**config.mk**
```make
export PLATFORM = sky130hd
export DESIGN_NAME = render_frame_scheduler
export DESIGN_NICKNAME = d
export VERILOG_FILES = /design/src/rtl/render_pkg.sv /design/src/rtl/render_frame_scheduler_frame_watchdog.sv /design/src/rtl/render_frame_scheduler.sv
export SDC_FILE = /design/constraint.sdc
export NUM_CORES = 1
export LEC_CHECK = 0
export BUFFER_PORTS_ARGS = -buffer_cell sky130_fd_sc_hd__buf_2
export CAP_MARGIN = 20
export CORE_ASPECT_RATIO = 0.75
export CORE_MARGIN = 8
export CORE_UTILIZATION = 49
export DETAILED_ROUTE_END_ITERATION = 10
export GPL_TIMING_DRIVEN = 1
export PLACE_DENSITY = 0.83
export RECOVER_POWER = 50
export SYNTH_ARGS = -nofsm -noshare
export SYNTH_HDL_FRONTEND = slang
export SYNTH_SLANG_ARGS = --single-unit
```
**constraint.sdc**
```tcl
create_clock -name clk -period 2.7 [get_ports clk]
set_input_delay 0 -clock clk [delete_from_list [all_inputs] [get_ports clk]]
set_output_delay 0 -clock clk [all_outputs]
set_load 0.01 [all_outputs]
```
**src/rtl/render_pkg.sv**
```systemverilog
// Shared types for the render frame scheduler: triangle payload, sequencer states, saturating counter helper.
// Latency: n/a (types and constants only).
// Backpressure: n/a.
package render_pkg;

    localparam int RENDER_TRI_W = 160;

    typedef logic [RENDER_TRI_W-1:0] triangle_t;

    typedef enum logic [2:0] {
        S_IDLE,
        S_LOAD,
        S_KICK,
        S_RENDER,
        S_COOLDOWN,
        S_WAIT_VSYNC
    } sched_state_t;

    // Statistics counters stick at all-ones rather than wrapping.
    function automatic logic [15:0] sat_inc16(input logic [15:0] v);
        return (v == 16'hFFFF) ? v : v + 16'd1;
    endfunction

endpackage

```
**src/rtl/render_frame_scheduler_frame_watchdog.sv**
```systemverilog
// Render watchdog: counts enabled cycles and pulses expire on the TIMEOUT_CYC-th one.
// Latency: expire is combinational off the count register (asserted during the final counted cycle).
// Backpressure: none; load restarts the count from zero.
// Ports: clk/rst (sync, active-high), load (clear count), en (count this cycle), expire (pulse out).
module frame_watchdog #(
    parameter int TIMEOUT_CYC = 2**24
) (
    input  logic clk,
    input  logic rst,
    input  logic load,
    input  logic en,
    output logic expire
);
    localparam int CW = $clog2(TIMEOUT_CYC + 1);

    logic [CW-1:0] count_q;
    logic [CW-1:0] count_d;

    always_comb begin
        expire  = en && (count_q == CW'(TIMEOUT_CYC - 1));
        count_d = count_q;
        if (load) begin
            count_d = '0;
        end else if (en && !expire) begin
            count_d = count_q + CW'(1);
        end
    end

    always_ff @(posedge clk) begin
        if (rst) begin
            count_q <= '0;
        end else begin
            count_q <= count_d;
        end
    end

endmodule

```
**src/rtl/render_frame_scheduler.sv**
```systemverilog
// Per-frame sequencer: streams triangles to the renderer, kicks and watchdogs the render, flips buffers on vsync.
// Latency: accepted beat -> r_triangle 1 cycle; last beat -> r_active 2 cycles; r_done -> r_active low 1 cycle.
// Backpressure: tri_in_ready (registered) is high only while loading; beats beyond the cap are consumed and counted.
// Ports: tri_in/_valid/_last/_ready from game logic; r_triangle/_valid/r_active/r_done to renderer;
//        vsync from display; back_buf/front_buf, frame_count, dropped_count, timeout_err status.
module render_frame_scheduler
    import render_pkg::*;
#(
    parameter int MAX_TRIANGLES = 256,
    parameter int COOLDOWN_CYC  = 4,
    parameter int TIMEOUT_CYC   = 2**24
) (
    input  logic                    clk,
    input  logic                    rst,
    input  logic [RENDER_TRI_W-1:0] tri_in,
    input  logic                    tri_in_valid,
    input  logic                    tri_in_last,
    output logic                    tri_in_ready,
    output logic [RENDER_TRI_W-1:0] r_triangle,
    output logic                    r_triangle_valid,
    output logic                    r_active,
    input  logic                    r_done,
    input  logic                    vsync,
    output logic                    back_buf,
    output logic                    front_buf,
    output logic [15:0]             frame_count,
    output logic [15:0]             dropped_count,
    output logic                    timeout_err
);
    localparam int LCW = $clog2(MAX_TRIANGLES);
    localparam int CCW = $clog2(COOLDOWN_CYC + 1);

    sched_state_t   state_q, state_d;
    logic           tri_in_ready_q, tri_in_ready_d;
    triangle_t      r_triangle_q, r_triangle_d;
    logic           r_triangle_valid_q, r_triangle_valid_d;
    logic           r_active_q, r_active_d;
    logic           back_buf_q, back_buf_d;
    logic           front_buf_q, front_buf_d;
    logic [15:0]    frame_count_q, frame_count_d;
    logic [15:0]    dropped_count_q, dropped_count_d;
    logic           timeout_err_q, timeout_err_d;
    logic           timed_out_q, timed_out_d;
    logic [LCW-1:0] load_cnt_q, load_cnt_d;
    logic [CCW-1:0] cool_cnt_q, cool_cnt_d;

    logic hs;
    logic wd_load;
    logic wd_en;
    logic wd_expire;

    frame_watchdog #(.TIMEOUT_CYC(TIMEOUT_CYC)) u_watchdog (
        .clk    (clk),
        .rst    (rst),
        .load   (wd_load),
        .en     (wd_en),
        .expire (wd_expire)
    );

    always_comb begin
        state_d            = state_q;
        tri_in_ready_d     = 1'b0;
        r_triangle_d       = r_triangle_q;
        r_triangle_valid_d = 1'b0;
        r_active_d         = r_active_q;
        back_buf_d         = back_buf_q;
        front_buf_d        = front_buf_q;
        frame_count_d      = frame_count_q;
        dropped_count_d    = dropped_count_q;
        timeout_err_d      = timeout_err_q;
        timed_out_d        = timed_out_q;
        load_cnt_d         = load_cnt_q;
        cool_cnt_d         = cool_cnt_q;
        hs                 = tri_in_valid && tri_in_ready_q;
        wd_load            = 1'b0;
        wd_en              = (state_q == S_RENDER);

        case (state_q)
            // Idle and load share one path: the first accepted beat is an ordinary load beat.
            S_IDLE, S_LOAD: begin
                tri_in_ready_d = 1'b1;
                if (hs) begin
                    // Renderer's 8-bit triangle address must not wrap, so the cap is one below depth.
                    if (load_cnt_q < LCW'(MAX_TRIANGLES - 1)) begin
                        r_triangle_d       = tri_in;
                        r_triangle_valid_d = 1'b1;
                        load_cnt_d         = load_cnt_q + LCW'(1);
                    end else begin
                        dropped_count_d = sat_inc16(dropped_count_q);
                    end
                    if (tri_in_last) begin
                        state_d        = S_KICK;
                        tri_in_ready_d = 1'b0;
                    end else begin
                        state_d = S_LOAD;
                    end
                end
            end
            // One spare cycle so the final triangle lands before active rises.
            S_KICK: begin
                r_active_d = 1'b1;
                wd_load    = 1'b1;
                state_d    = S_RENDER;
            end
            S_RENDER: begin
                if (r_done) begin
                    r_active_d  = 1'b0;
                    timed_out_d = 1'b0;
                    cool_cnt_d  = '0;
                    state_d     = S_COOLDOWN;
                end else if (wd_expire) begin
                    r_active_d    = 1'b0;
                    timeout_err_d = 1'b1;
                    timed_out_d   = 1'b1;
                    cool_cnt_d    = '0;
                    state_d       = S_COOLDOWN;
                end
            end
            S_COOLDOWN: begin
                if (cool_cnt_q == CCW'(COOLDOWN_CYC - 1)) begin
                    // A timed-out frame is abandoned: no flip, straight back to loading.
                    state_d = timed_out_q ? S_IDLE : S_WAIT_VSYNC;
                end else begin
                    cool_cnt_d = cool_cnt_q + CCW'(1);
                end
            end
            S_WAIT_VSYNC: begin
                if (vsync) begin
                    back_buf_d    = !back_buf_q;
                    front_buf_d   = back_buf_q;
                    frame_count_d = frame_count_q + 16'd1;
                    state_d       = S_IDLE;
                end
            end
            default: begin
                state_d = S_IDLE;
            end
        endcase

        if ((state_d == S_IDLE) && (state_q != S_IDLE)) begin
            load_cnt_d = '0;
        end
    end

    always_ff @(posedge clk) begin
        if (rst) begin
            state_q            <= S_IDLE;
            tri_in_ready_q     <= 1'b0;
            r_triangle_q       <= '0;
            r_triangle_valid_q <= 1'b0;
            r_active_q         <= 1'b0;
            back_buf_q         <= 1'b0;
            front_buf_q        <= 1'b1;
            frame_count_q      <= '0;
            dropped_count_q    <= '0;
            timeout_err_q      <= 1'b0;
            timed_out_q        <= 1'b0;
            load_cnt_q         <= '0;
            cool_cnt_q         <= '0;
        end else begin
            state_q            <= state_d;
            tri_in_ready_q     <= tri_in_ready_d;
            r_triangle_q       <= r_triangle_d;
            r_triangle_valid_q <= r_triangle_valid_d;
            r_active_q         <= r_active_d;
            back_buf_q         <= back_buf_d;
            front_buf_q        <= front_buf_d;
            frame_count_q      <= frame_count_d;
            dropped_count_q    <= dropped_count_d;
            timeout_err_q      <= timeout_err_d;
            timed_out_q        <= timed_out_d;
            load_cnt_q         <= load_cnt_d;
            cool_cnt_q         <= cool_cnt_d;
        end
    end

    assign tri_in_ready     = tri_in_ready_q;
    assign r_triangle       = r_triangle_q;
    assign r_triangle_valid = r_triangle_valid_q;
    assign r_active         = r_active_q;
    assign back_buf         = back_buf_q;
    assign front_buf        = front_buf_q;
    assign frame_count      = frame_count_q;
    assign dropped_count    = dropped_count_q;
    assign timeout_err      = timeout_err_q;

endmodule

```
-- Word-level counts from Yosys, hierarchy flattened
Cells that the tools add are included.
Widths: inputs -> output; s select.
- flip-flop bits (word level): 238
- bits in latches: 0
- RAM bits: 0
- ROM bits: 0
- bits of input ports: 166
- output and inout port bits: 198
- word-level logic and storage cells: 80
- memories: 0
- add/subtract/negate cells: 5
- multiply operators: 0
- div/mod/pow operators: 0
- magnitude comparators: 1
- equal/unequal tests: 10
- shift operators: 0
- muxes and demuxes: 21
- bitwise logic cells: 5
- reductions and logical operators: 24
- operator list (operator ; number):
    $add 16x1->16 const B ; 2
    $mux 3 ; 9
    $add 25x1->25 const B ; 1
    $eq 25x24->1 const B ; 1
    $eq 16x16->1 const B ; 1
    $pmux 3 s5 ; 1
    $eq 3x2->1 const B ; 3
    $reduce_and 3->1 ; 3
    $add 8x1->8 const B ; 1
    $lt 8x8->1 const B ; 1
    $mux 1 ; 8
    $reduce_or 2->1 ; 4
    $eq 3x3->1 const B ; 2
    $logic_not 3->1 ; 2
    $pmux 3 s2 ; 1
    $reduce_and 2->1 ; 3
    $reduce_bool 2->1 ; 3
    $not 1->1 ; 5
    $logic_and 1x1->1 ; 4
    $reduce_and 4->1 ; 1
    $add 3x1->3 const B ; 1
    $eq 3x1->1 const B ; 1
    $ne 3x3->1 const B ; 1
    $reduce_bool 3->1 ; 1
    other kinds (5) ; 6

-- Depth between registers and ports, before layout
- word-level depth: 8
- depth in mapped cells: 8
- gate-level depth less buffers: 7

-- Modules after synthesis
Synthesis repeated with hierarchy kept, for this count alone.
- cells, all modules: 1152
- area, all modules: 9340.2 sq um
- modules (own cells, without submodules) (module ; instances ; cells an instance ; area each (sq um) ; seq. area each (sq um)):
    render_frame_scheduler ; 1 ; 995 ; 8015.2 ; 4264.1
    frame_watchdog ; 1 ; 157 ; 1325.0 ; 500.5

-- Worst setup path before layout
OpenSTA, ideal clock, no wires.
- path kind: reg-to-reg
- start point: register load_cnt_q[0]
- end point: register dropped_count_q[4] (netlist: dropped_count[4])
- setup time: 0.123 ns
- arrival time: 1.808 ns
- required time: 2.577 ns
- path slack: 0.768 ns
- stages on the path, launching flop included: 7
- path buffers: 0
- period minus slack after synthesis: 1.932 ns
- cell sequence: dfxtp_1 ha_1 nand2_1 or3_4 a311oi_4 nand4_1 mux2_1
- word-level cells in the longest chain between the ends: 3
- ends and longest elaborated chain (element ; RTL line ; RTL):
    from (decl) ; render_frame_scheduler.sv:44 ; logic [LCW-1:0] load_cnt_q, load_cnt_d;
    from (signal assigned) ; render_frame_scheduler.sv:172 ; load_cnt_q <= load_cnt_d;
    $lt 8x8->1 ; render_frame_scheduler.sv:84 ; if (load_cnt_q < LCW'(MAX_TRIANGLES - 1)) begin
    $not 1->1 (no line) ; -- ;
    $reduce_and 4->1 (no line) ; -- ;
    to (signal assigned) ; render_frame_scheduler.sv:169 ; dropped_count_q <= dropped_count_d;
    to (decl) ; render_frame_scheduler.sv:41 ; logic [15:0] dropped_count_q, dropped_count_d;
No other way between the ends.
A chain may end at the register's enable or synchronous reset.

-- Final worst setup path
- start point: register state_q[1]
- end point: register r_triangle_q[102] (netlist: r_triangle[102])
- word-level cells in the longest chain between the ends: 3
- elaborated cells between the ends (all ways): 4
- classes of those cells: 1 x eq/ne; 3 x reduce/logical
- ends and longest elaborated chain (element ; RTL line ; RTL):
    from (decl) ; render_frame_scheduler.sv:33 ; sched_state_t state_q, state_d;
    from (signal assigned) ; render_frame_scheduler.sv:161 ; state_q <= state_d;
    $eq 3x1->1 / $logic_not 3->1 (equally long branches) ; render_frame_scheduler.sv:78 ; case (state_q)
    $reduce_or 2->1 (*) ; render_frame_scheduler.sv:78 ;
    $reduce_and 3->1 (no line) (*) ; -- ;
    to (signal assigned) ; render_frame_scheduler.sv:163 ; r_triangle_q <= r_triangle_d;
    to (decl) ; render_frame_scheduler.sv:35 ; triangle_t r_triangle_q, r_triangle_d;
Every way passes the cells marked *; elsewhere a longest branch is shown, timed or not.

==> key figures <==
Run status
  – Status: finished, final reports clean

Yosys
  – Top post-synthesis cells by area: dfxtp_1 (52%), nand2_1 (14%), a21oi_1 (9.9%)
  – Top-area cell type share of the netlist area: 51.6%
  – Post-synthesis sequential area ratio: 51.6%
  – Mapped Cells: 1136
  – Synth Register Bits: 238
  – Synth Flop Type: dfxtp_1
  – Netlist cell types: 58
  – Synth async-reset ratio: 0%
  – Biggest area consumer among synthesized cells: dfxtp_1
  – Syn avg cell area: 8.14 um2
  – Synth Cell Area: 9240 um2
  – Synthesized net count: 1308
  – Synth Warn #: 0
  – EDFF count, synth: 0

STA
  – Fin crit period: 2.59 ns
  – Worst-Margin Slew: 0.729 ns
  – Fmax: 0.386 GHz
  – Skew final: 0.00787 ns
  – Slew HR: 51.4%
  – Period utilization: 96.0%
  – Final setup fails: 0
  – Post-route setup slack: 0.108 ns
  – Final Hold Vio Count: 0
  – Slew Limit Fails: 0

Place
  – Count of input and output buffers: 363
  – Placed cell count: 1686
  – Post-DP HPWL: 20.8 mm
  – Final Wtd Congestion: 0.882
  – Place WS: 0.526 ns

GRT
  – Initial antenna violation count: 4
  – Overall Global Routing Usage: 31.7%
  – GRT overflow: 0
  – Vias in the first global route: 11200
  – Largest net degree at the start of global routing: 82
  – First-pass GRT wire length: 60.2 mm

Clock network
  – Worst-skew pair later-pin latency: 0.51 ns
  – CTS Buffer Depth: 3
  – H-tree depth: 1
  – Clk sinks: 238
  – CTS tree: built
  – Clock Tree Root: clkbuf_16
  – Clock-pin slew on the worst setup and hold paths: 0.07 ns
  – CTS buffer count: 23

Final layout
  – Layout cell share with drive strength beyond 1: 13.8%
  – Synthesis-to-finish area growth: 50.5%
  – Post-Layout Cell Count: 1949
  – Nets: 1855

Power and ir drop
  – P per Cell Area: 580 nW/um2
  – Worst VDD drop: 0.482 mV
  – Pleak: 5.41 nW

Critical path
  – Startpoint types: flip-flop
  – Largest fanout on the critical path: 51
  – Worst Setup Path Type: reg2reg
  – R2R Path End: r_triangle[102]$_SDFFE_PP0P_
  – Crit path DAT: 3.00 ns
  – Worst r2r src: state_q[1]$_SDFF_PP0_
  – Critical path required time: 3.11 ns
  – Slack of the worst reg-to-reg path: 0.11 ns
  – Crit. End Element: flip-flop
  – Reg2Reg Depth: 6

Min path
  – Hold Crit Depth: 5
  – Hold Startpoint: tri_in_valid
  – Hold WC Path Type: in2reg
  – Hold Path Sink: dropped_count[2]$_SDFFE_PP0P_

Run
  – Max_cap viols: 0

Floorplanning
  – Starting Density: 49.9%
  – I/O pin count: 364
  – Site row count: 43
  – Die X-Extent: 175 um
  – Chip height: 135 um
  – Core area: 18500 um2
  – Die ar.: 23600 um2

Routing
  – DRT iter0 DRCs: 965
  – Remaining antenna violation count after routing: 0
  – Total number of vias: 11000
  – WL final: 39.9 mm
  – DRC errors left: 0
  – Detailed Routing Iterations Pass 1: 6
  – Via density: 5.67
  – Routed wire length per instance: 20.5 um
routing by layer:
metal,wire length [um],vias to the layer above,track usage (%)
met3,4280,248,11.5
met1,13700,5084,32.9
met4,2920,2,21.6
li1,-,4922,-
met2,19000,786,53.4
met5,13,-,0
placed cells by master (no fill, tap or decap), types with 18 or more instances in the layout:
cell / n
nand2_1: 352
a21oi_1: 182
dfxtp_1: 238
buf_2: 164
clkbuf_1: 206
dlygate4sd3_1: 212
clkbuf_16: 24
nor2_1: 56
xnor2_1: 29
nand3_1: 24
nand4_1: 18
worst max-delay path, stage by stage, from the launching register on:
cell	delay (ns)
dfxtp_1	0.42
and4bb_2	0.52
o31a_4	0.35
buf_12	0.27
nand2_1	0.10
a21oi_1	0.14
dlygate4sd3_1	0.68
flip-flops by register name (all words and copies together), names as in the netlist:
name,count
cool_cnt_q,3
r_active,1
load_cnt_q,8
tri_in_ready,1
timed_out_q,1
r_triangle_valid,1
u_watchdog.count_q,25
dropped_count,16
back_buf,1
state_q,3
frame_count,16
front_buf,1
timeout_err,1
r_triangle,160
per-stage QoR:
stage / setup TNS [ns] / hold slack (ns) / power [mW] / instance area (um2) / util [%]
global placement: 0 / 0.240 / 4.55 / 11200 / 60.6
detailed placement: 0 / 0.244 / 4.58 / 11200 / 60.6
CTS: 0 / 0.0938 / 7.95 / 14100 / 76.1
finish: 0 / 0.116 / 8.07 / 13900 / 75.1
floorplan: 0 / 0.111 / 4.20 / 9240 / -
global route: -0.0124 / 0.119 / 8.32 / 13900 / 75.1
power by group:
group	switching (mW)	internal (mW)
Clock	1.36	1.87
Combinational	0.599	0.486
Sequential	0.105	3.65
final cells by class:
type                    instances  area, um2
diodes                          6       15.0
clock buffers                  34        657
clock inverters                 4       73.8
fillers                      1316       4600
inverters                      17       63.8
multi-input cells             809       4110
flip-flops and latches        238       4760
well taps                     247        309
repair buffers                594       3910
cell usage after synthesis, drive strengths merged (16+ instances only):
| cell | n |
|---|---|
| nand2 | 353 |
| dfxtp | 238 |
| a21oi | 182 |
| nor2 | 56 |
| clkbuf | 45 |
| xnor2 | 29 |
| buf | 28 |
| nand3 | 25 |
| nand4 | 20 |
| inv | 17 |
| or3 | 17 |
| o21ai | 16 |
worst max-delay path by stage:
stage | startpoint | endpoint | cells past startpoint
after floorplan | load_cnt_q[0]$_SDFFE_PP0P_ | dropped_count[4]$_SDFFE_PP0P_ | 6
after detailed placement | u_watchdog.count_q[0]$_SDFFE_PP0P_ | u_watchdog.count_q[14]$_SDFFE_PP0P_ | 7
after global placement | u_watchdog.count_q[0]$_SDFFE_PP0P_ | u_watchdog.count_q[10]$_SDFFE_PP0P_ | 7
after global routing | state_q[1]$_SDFF_PP0_ | r_triangle[104]$_SDFFE_PP0P_ | 6
final | state_q[1]$_SDFF_PP0_ | r_triangle[102]$_SDFFE_PP0P_ | 6
after CTS | load_cnt_q[0]$_SDFFE_PP0P_ | r_triangle[113]$_SDFFE_PP0P_ | 7
what timing repair did:
item,4_1_cts,5_1_grt
resized for setup,0,2
hold buffers,212,0
setup endpoints to repair,0,45
endpoints found under the hold margin,176,0
buffers inserted,0,5
cell families after synthesis:
group | count (synthesis) | share of synthesized area [%]
AOI/OAI and AO/OA | 243 | 14.9
and+or+nand+nor | 514 | 24.2
DFF | 238 | 51.6
muxes | 8 | 0.880
adders and majority gates | 6 | 0.812
xor gates and xnor gates | 37 | 3.51
buffers and inverters | 90 | 4.14
(Power assumes the default switching activity.)
